$ cat src/rtl/fp32_pkg.sv
// Shared fp32 definitions for the divider datapath.
// Exception flag bit positions, the flag vector type, the queued result
// record and the canonical quiet NaN encoding.
package fp32_pkg;

  localparam int EXC_NV = 4;  // invalid operation
  localparam int EXC_DZ = 3;  // divide by zero
  localparam int EXC_OF = 2;  // overflow
  localparam int EXC_UF = 1;  // underflow
  localparam int EXC_NX = 0;  // inexact

  typedef logic [4:0] fp_exc_t;

  typedef struct packed {
    logic [31:0] y;
    fp_exc_t     exc;
  } fp32_res_t;

  localparam logic [31:0] QNAN_CANON = 32'h7fc00000;

endpackage

$ cat src/rtl/sync_fifo.sv
// Generic single-clock FIFO storage with read/write pointers and occupancy.
// Ports:
//   clk, rst  clock and asynchronous active-high reset
//   push      write wdata at the tail (caller guarantees not full)
//   wdata     entry to store
//   pop       drop the head entry (caller guarantees not empty)
//   rdata     head entry (storage contents, not masked)
//   count     current occupancy, 0..DEPTH
module sync_fifo #(
  parameter int WIDTH = 37,
  parameter int DEPTH = 4,
  parameter int CNT_W = $clog2(DEPTH + 1)
) (
  input  logic             clk,
  input  logic             rst,
  input  logic             push,
  input  logic [WIDTH-1:0] wdata,
  input  logic             pop,
  output logic [WIDTH-1:0] rdata,
  output logic [CNT_W-1:0] count
);

  localparam int PTR_W = $clog2(DEPTH);

  logic [WIDTH-1:0] mem [DEPTH];
  logic [PTR_W-1:0] wr_ptr_q, wr_ptr_d;
  logic [PTR_W-1:0] rd_ptr_q, rd_ptr_d;
  logic [CNT_W-1:0] count_q, count_d;

  // DEPTH is a power of two, so pointer wrap is plain overflow.
  always_comb begin
    wr_ptr_d = wr_ptr_q;
    rd_ptr_d = rd_ptr_q;
    count_d  = count_q;
    if (push) wr_ptr_d = wr_ptr_q + PTR_W'(1);
    if (pop)  rd_ptr_d = rd_ptr_q + PTR_W'(1);
    unique case ({push, pop})
      2'b10:   count_d = count_q + CNT_W'(1);
      2'b01:   count_d = count_q - CNT_W'(1);
      default: count_d = count_q;
    endcase
  end

  always_ff @(posedge clk or posedge rst) begin
    if (rst) begin
      wr_ptr_q <= '0;
      rd_ptr_q <= '0;
      count_q  <= '0;
    end else begin
      wr_ptr_q <= wr_ptr_d;
      rd_ptr_q <= rd_ptr_d;
      count_q  <= count_d;
    end
  end

  // Entry storage carries no reset; occupancy alone decides validity.
  always_ff @(posedge clk) begin
    if (push) mem[wr_ptr_q] <= wdata;
  end

  assign rdata = mem[rd_ptr_q];
  assign count = count_q;

endmodule

$ cat src/rtl/fp32_div_result_queue.sv
// In-order result queue behind the combinational fp32 divider, plus the
// sticky architectural exception-flag register (fflags).
// Ports:
//   clk, rst                    clock, asynchronous active-high reset
//   in_valid/in_ready           upstream handshake; in_y, in_exc = result
//   out_valid/out_ready         downstream handshake; out_y, out_exc = head
//   fflags                      sticky flags, accumulated on pop only
//   fflags_wr/fflags_wdata      software write (wins over clear)
//   fflags_clr                  software clear
//   count                       current occupancy
module fp32_div_result_queue
  import fp32_pkg::*;
#(
  parameter int DEPTH = 4,
  parameter int CNT_W = $clog2(DEPTH + 1)
) (
  input  logic             clk,
  input  logic             rst,
  input  logic             in_valid,
  output logic             in_ready,
  input  logic [31:0]      in_y,
  input  logic [4:0]       in_exc,
  output logic             out_valid,
  input  logic             out_ready,
  output logic [31:0]      out_y,
  output logic [4:0]       out_exc,
  output logic [4:0]       fflags,
  input  logic             fflags_wr,
  input  logic [4:0]       fflags_wdata,
  input  logic             fflags_clr,
  output logic [CNT_W-1:0] count
);

  fp32_res_t  wr_ent;
  fp32_res_t  head;
  logic       push, pop;
  logic       alive_q;
  fp_exc_t    fflags_q, fflags_d;
  fp_exc_t    pop_exc;

  assign wr_ent = '{y: in_y, exc: in_exc};

  sync_fifo #(
    .WIDTH ($bits(fp32_res_t)),
    .DEPTH (DEPTH),
    .CNT_W (CNT_W)
  ) u_fifo (
    .clk   (clk),
    .rst   (rst),
    .push  (push),
    .wdata (wr_ent),
    .pop   (pop),
    .rdata (head),
    .count (count)
  );

  // alive_q holds in_ready low during reset and rises on the first clock
  // after release; in_ready depends only on registered state.
  always_ff @(posedge clk or posedge rst) begin
    if (rst) alive_q <= 1'b0;
    else     alive_q <= 1'b1;
  end

  assign in_ready  = alive_q && (count != CNT_W'(DEPTH));
  assign out_valid = (count != '0);
  assign push      = in_valid & in_ready;
  assign pop       = out_valid & out_ready;

  // Storage is never reset, so hide stale contents when empty.
  assign out_y   = out_valid ? head.y   : 32'h0;
  assign out_exc = out_valid ? head.exc : 5'h0;

  // Flags of the entry being popped this cycle are folded in on every
  // path, so a simultaneous write or clear never loses them.
  assign pop_exc = pop ? head.exc : 5'h0;

  always_comb begin
    fflags_d = fflags_q | pop_exc;
    if (fflags_wr)       fflags_d = fflags_wdata | pop_exc;
    else if (fflags_clr) fflags_d = pop_exc;
  end

  always_ff @(posedge clk or posedge rst) begin
    if (rst) fflags_q <= '0;
    else     fflags_q <= fflags_d;
  end

  assign fflags = fflags_q;

endmodule

$ cat config.mk
export PLATFORM = sky130hd
export DESIGN_NAME = fp32_div_result_queue
export DESIGN_NICKNAME = d
export VERILOG_FILES = /design/src/rtl/fp32_pkg.sv /design/src/rtl/sync_fifo.sv /design/src/rtl/fp32_div_result_queue.sv
export SDC_FILE = /design/constraint.sdc
export NUM_CORES = 1
export LEC_CHECK = 0
export BUFFER_PORTS_ARGS = -buffer_cell sky130_fd_sc_hd__buf_2
export CAP_MARGIN = 0
export CORE_ASPECT_RATIO = 0.75
export CORE_UTILIZATION = 50
export CTS_BUF_LIST = sky130_fd_sc_hd__clkbuf_16
export DETAILED_ROUTE_END_ITERATION = 12
export PLACE_DENSITY = 0.72
export SETUP_SLACK_MARGIN = 0.3
export SLEW_MARGIN = 30
export SYNTH_ARGS = -nofsm -noshare
export SYNTH_HDL_FRONTEND = slang
export SYNTH_SLANG_ARGS = --single-unit
$ cat constraint.sdc
create_clock -name clk -period 3.3 [get_ports clk]
set_clock_uncertainty 0.1 [all_clocks]
set_input_delay 0.33 -clock clk [delete_from_list [all_inputs] [get_ports clk]]
set_output_delay 0.33 -clock clk [all_outputs]
set_load 0.05 [all_outputs]
Word-level counts from Yosys, hierarchy flattened --
Memory sizes are Yosys's and may differ from the RTL's. Cells that the tools add are included.
Storage, ports and cells: memories 1, word-level logic and storage cells 28, bits of input ports 48, memory bits (writable) 148, register bits 13
Cells by class: bitwise operators 4, add/subtract/negate cells 4, multiplexer cells 8, reductions and logical operators 3, eq/ne operators 3
Memories:
- u_fifo.mem | depth 4, bits a word 37, rd ports 1, clocked after Yosys merged registers in 0, write ports 1, line sync_fifo.sv:25 | logic [WIDTH-1:0] mem [DEPTH];
Operators with widths (number):
- 32-bit two-way mux | 1
- 5-bit two-way mux | 4
- 5-bit bitwise OR | 2
- 3-bit one-hot mux with 2 select lines | 1
- 2-bit by 1-bit adder with 2-bit output, second input constant | 2
- 3-bit by 1-bit adder with 3-bit output, second input constant | 1
- 3-bit != test, second input constant | 1
- 3-bit nonzero test | 1
- 3-bit by 1-bit subtractor with 3-bit output, second input constant | 1
- 1-bit AND | 2
- 2-bit by 1-bit equality test with 1-bit output, second input constant | 1
- 2-bit equality test, second input constant | 1
- 1-bit two-way mux | 2
- 2-bit nonzero test | 1
- 1-bit logical AND | 1

Depth between registers and ports, before layout --
word-level depth 6, depth in mapped cells 9, mapped depth without buffers 9

Hierarchy --
From an unflattened synthesis, not the netlist that was laid out.
Second synthesis, totals: cell total of the unflattened synthesis 294, area, all modules 6256.0 sq um
By module, submodules not included:
- sync_fifo | seq. area each 4619.4 sq um, cells each 228, area each 5721.7 sq um, times used 1
- fp32_div_result_queue | seq. area each 150.1 sq um, cells each 66, area each 534.3 sq um, times used 1

Worst setup path after synthesis --
Ideal clock, no wire load.
path kind register -> output, start register u_fifo.count_q[0] (netlist: u_fifo.count[0]), end output port out_exc[0], cell stages (with the launch flop) 5, slack 0.732 ns, data arrival time 2.138 ns, path through dfrtp_1 -> or3_1 -> buf_2 -> clkbuf_1 -> and2_1
Between the ends: cells in the longest elaborated chain, start to end 2
RTL lines:
- from (decl) | line sync_fifo.sv:28 | logic [CNT_W-1:0] count_q, count_d;
- from (signal assigned) | line sync_fifo.sv:52 | count_q <= count_d;
- 3-bit nonzero test | line fp32_div_result_queue.sv:65 | assign out_valid = (count != '0);
- net out_valid | line fp32_div_result_queue.sv:23 | output logic out_valid,
- 5-bit two-way mux | line fp32_div_result_queue.sv:71 | assign out_exc = out_valid ? head.exc : 5'h0;
- to (decl) | line fp32_div_result_queue.sv:26 | output logic [4:0] out_exc,
The timed path passes the listed nets, and every way through them passes these cells.

Worst setup path after layout --
start register u_fifo.rd_ptr_q[1], end output port out_y[19]
Between the ends: cells in the longest elaborated chain, start to end 2
RTL lines:
- from (decl) | line sync_fifo.sv:27 | logic [PTR_W-1:0] rd_ptr_q, rd_ptr_d;
- from (signal assigned) | line sync_fifo.sv:51 | rd_ptr_q <= rd_ptr_d;
- memory read 4 x 37 bit
- 32-bit two-way mux | line fp32_div_result_queue.sv:70 | assign out_y = out_valid ? head.y : 32'h0;
- to (decl) | line fp32_div_result_queue.sv:25 | output logic [31:0] out_y,
No other way between the ends.

==> impl_results.md <==
- Outcome: complete, no violations
- Busiest grt layer: met2
- CP max FO: 25
- Antenna Violating Nets Remaining: 0
- Avg WL per Cell: 19.8 um
- Rel. slew slack: 58.4%
- Largest net degree at the start of global routing: 44
- CP peak stage delay: 0.77 ns
- Post-Route Utilization: 64.0%
- CTS Buffer Depth: 2
- Worst reg2reg startpoint: u_fifo.count[0]$_DFFE_PP0P_
- Total congestion overflow: 0
- Vias per cell: 5.28
- Die Height: 98.8 um
- Max Cap Viol: 0
- Area occupied by registers: 4770 um^2
- First-pass GRT wire length: 17700 um
- CTS sink cnt: approximately 160
- Non-Filler Instances: 580
- Post-route setup slack: around 0.63 ns
- Hold Path Class: in2reg
- Clock transition at the registers of the reported paths: around 0.060 ns
- H-tree depth: 4
- Port-buffer cells: 94
- Pleak: 2.74 nW
- Post-CTS setup buffer count: 0
- Required @ worst endpoint: 2.87 ns
- Pins Over Slew Limit: 0
- Root Buffer: clkbuf_16
- Met1 Usage GRT: 26.6%
- DIE WIDTH: 131 um
- Num ports: 95
- DRC Markers: 0
- CP cell instances: buf_4 -> mux4_2 -> and2_1 -> buf_2
- Die outline area: 13000 um^2
- Post-Syn Area: 6250 um^2
- Worst Setup Start Kind: flip-flop
- Design Power: a little under 8 mW
- Fill count: approximately 850
- Setup-failing EPs final: 0
- DR iter-0 viols: 250
- Detailed placement HPWL: 7160 um
- Share of post-route cells with drive strength above 1: 41.9%
- Final period util: between 80 and 90%
- WL final: 11500 um
- Placed cell count: between 500 and 600
- Initial core utilization: 52.7%
- RSZ-0062 raised after global routing: no
- Crit path kind: reg2out
- Post-route setup TNS: 0 ns
- CP max stage cell: dfrtp_2
- Post-cts resize count: 0
- Synth Warn #: 0
- Multi-input logic area: about 1400 um^2
- Cell variety after synth: 25
- WHS Endpoint: u_fifo.mem[1][2]$_DFFE_PP_
- Synth Register Bits: around 160
- Final nets: 459
- Global routing usage on met3: 6.35%
- Tmin final: 2.67 ns
- Area delta synth->final: 21.5%
- Core area: roughly 12000 um^2
- DR vias: between 3000 and 4000
- Clk Latency, worst-skew pair: 0.41 ns
- Vias in the first global route: 3244
- Post-synthesis sequential area ratio: 76.3%
- Reg2Reg Setup Slack: 1.07 ns
- Power density over the cells: 1030 nW/um^2
- Initial antenna violation count: 0
- Critical path arrival: 2.24 ns
- Dpl ws: 1.01 ns
- CTS tree: built
- Avg Inst Size Synth: 21.1 um^2
- Crit Reg-Reg Endpoint: u_fifo.count[2]$_DFFE_PP0P_
- Worst r2r path cells: 8
- Hold Crit Start: in_exc[2]
- Inserted Clock Buffers: 17
- GRT Total Usage: between 10% and 20%
- Kind of end point of the critical path: output port
- Cell count after synthesis: just under 300
- Hold Path Stages: 1
- Met2 usage: 29.5%
- RePlAce Congestion: 0.735
- DRT Pass-1 Iters: 4
- Fin. Hold Viols: 0
- Number of antenna diodes: 0
- Syn Nets: 350
- Rows: 34
- Fmax: 374 MHz
- Maximum vdd ir drop: 0.593 mV
- Worst-margin pin slew: 0.625 ns
-- Yosys cell counts, drive strengths merged --
library cell	n	area, um^2
mux4	37	833
dfrtp	13	325
xor2	2	17.5
o311a	1	10.0
nand2	4	15.0
edfxtp	148	4440
conb	1	3.75
xnor2	4	35.0
clkbuf	5	18.8
nor2	2	7.51
mux2	1	11.3
ha	5	62.6
and2	42	265
mux2i	1	10.0
a22oi	4	30.0
nor3b	1	7.51
a221o	1	10.0
or3	1	6.26
fa	1	20.0
buf	8	52.6
inv	8	30.0
o31a	1	8.76
nand3	5	25.0
-- worst max-delay path by stage --
stage | from | to | slack [ns] | depth (start not counted)
global route | u_fifo.rd_ptr_q[1]$_DFFE_PP0P_ | out_y[23] | 0.49 | 4
floorplan | u_fifo.count[0]$_DFFE_PP0P_ | out_exc[0] | 0.73 | 4
detailed placement | u_fifo.rd_ptr_q[1]$_DFFE_PP0P_ | out_y[15] | 1.01 | 4
CTS | u_fifo.rd_ptr_q[1]$_DFFE_PP0P_ | out_y[19] | 0.57 | 4
global placement | u_fifo.rd_ptr_q[1]$_DFFE_PP0P_ | out_y[19] | 1.03 | 4
finish | u_fifo.rd_ptr_q[1]$_DFFE_PP0P_ | out_y[19] | 0.63 | 4
-- critical path, delay by kind of cell, from the launching register on --
kind	cells	cell delay, ns
AND/OR/NAND/NOR	1	0.16
buffers and inverters	2	0.55
multiplexers	1	0.34
flip-flops	1	0.77
-- layout by cell type (no fill, tap or decap), drive strengths merged --
cell type	count
nand3	5
a221o	1
mux2i	1
dlygate4sd3	1
clkinv	5
a22oi	4
mux4	37
mux2	1
and2	42
xnor2	4
bufinv	5
xor2	2
inv	11
o31a	1
clkbuf	17
nor2	2
o311a	1
clkinvlp	2
edfxtp	148
fa	1
nand2	4
or3	1
dfrtp	13
ha	5
buf	102
nor3b	1
conb	1
-- cell type report --
class / count / area share (%)
clock buffer: 17 / 5.60
clock inverter: 15 / 2.64
inverter: 8 / 0.396
multi-input combinational: 114 / 18.2
sequential: 161 / 62.9
tap: 162 / 2.67
timing repair buffer: 103 / 7.61
-- logic make-up after synthesis --
family                     share of synthesized area [%]
and+or+nand+nor                                     5.23
DFF                                                 76.3
muxes                                               13.7
AOI/OAI and AO/OA                                  0.941
xor gates and xnor gates                           0.841
other                                             0.0600
adders and majority gates                           1.32
buffers and inverters                               1.62
-- registers in the layout, summed over array words and instances (netlist names) --
| signal | flops |
|---|---|
| u_fifo.rd_ptr_q | 2 |
| alive_q | 1 |
| u_fifo.mem | 148 |
| u_fifo.count | 3 |
| u_fifo.wr_ptr_q | 2 |
| fflags | 5 |
-- layer usage --
layer	wire length (um)	up-vias	share of wire, %
met3	641	9	5.6
met2	5600	83	49
met5	0	-	0
met4	89	0	0.78
met1	5140	1579	45
li1	-	1391	-
-- power by group --
group          switching (mW)  internal (mW)  total, mW
Clock                   0.740           1.32       2.06
Sequential              0.182           2.51       2.69
Combinational            2.08           1.01       3.10
Total                    3.00           4.85       7.85
-- metrics by stage --
| step | hold slack (ns) | area [um^2] |
|---|---|---|
| 6_report | 0.0327 | 7590 |
| 4_1_cts | 0.0147 | 7590 |
| 5_1_grt | 0.0144 | 7590 |
| 2_1_floorplan | 0.107 | 6250 |
| 3_5_place_dp | 0.284 | 6960 |
| 3_3_place_gp | 0.271 | 6960 |
-- what timing repair did --
action	4_1_cts	5_1_grt
hold buffers	1	0
hold endpoints to repair	13	0
endpoints found under the setup margin	0	0
Power figures use the tool's default switching activity.
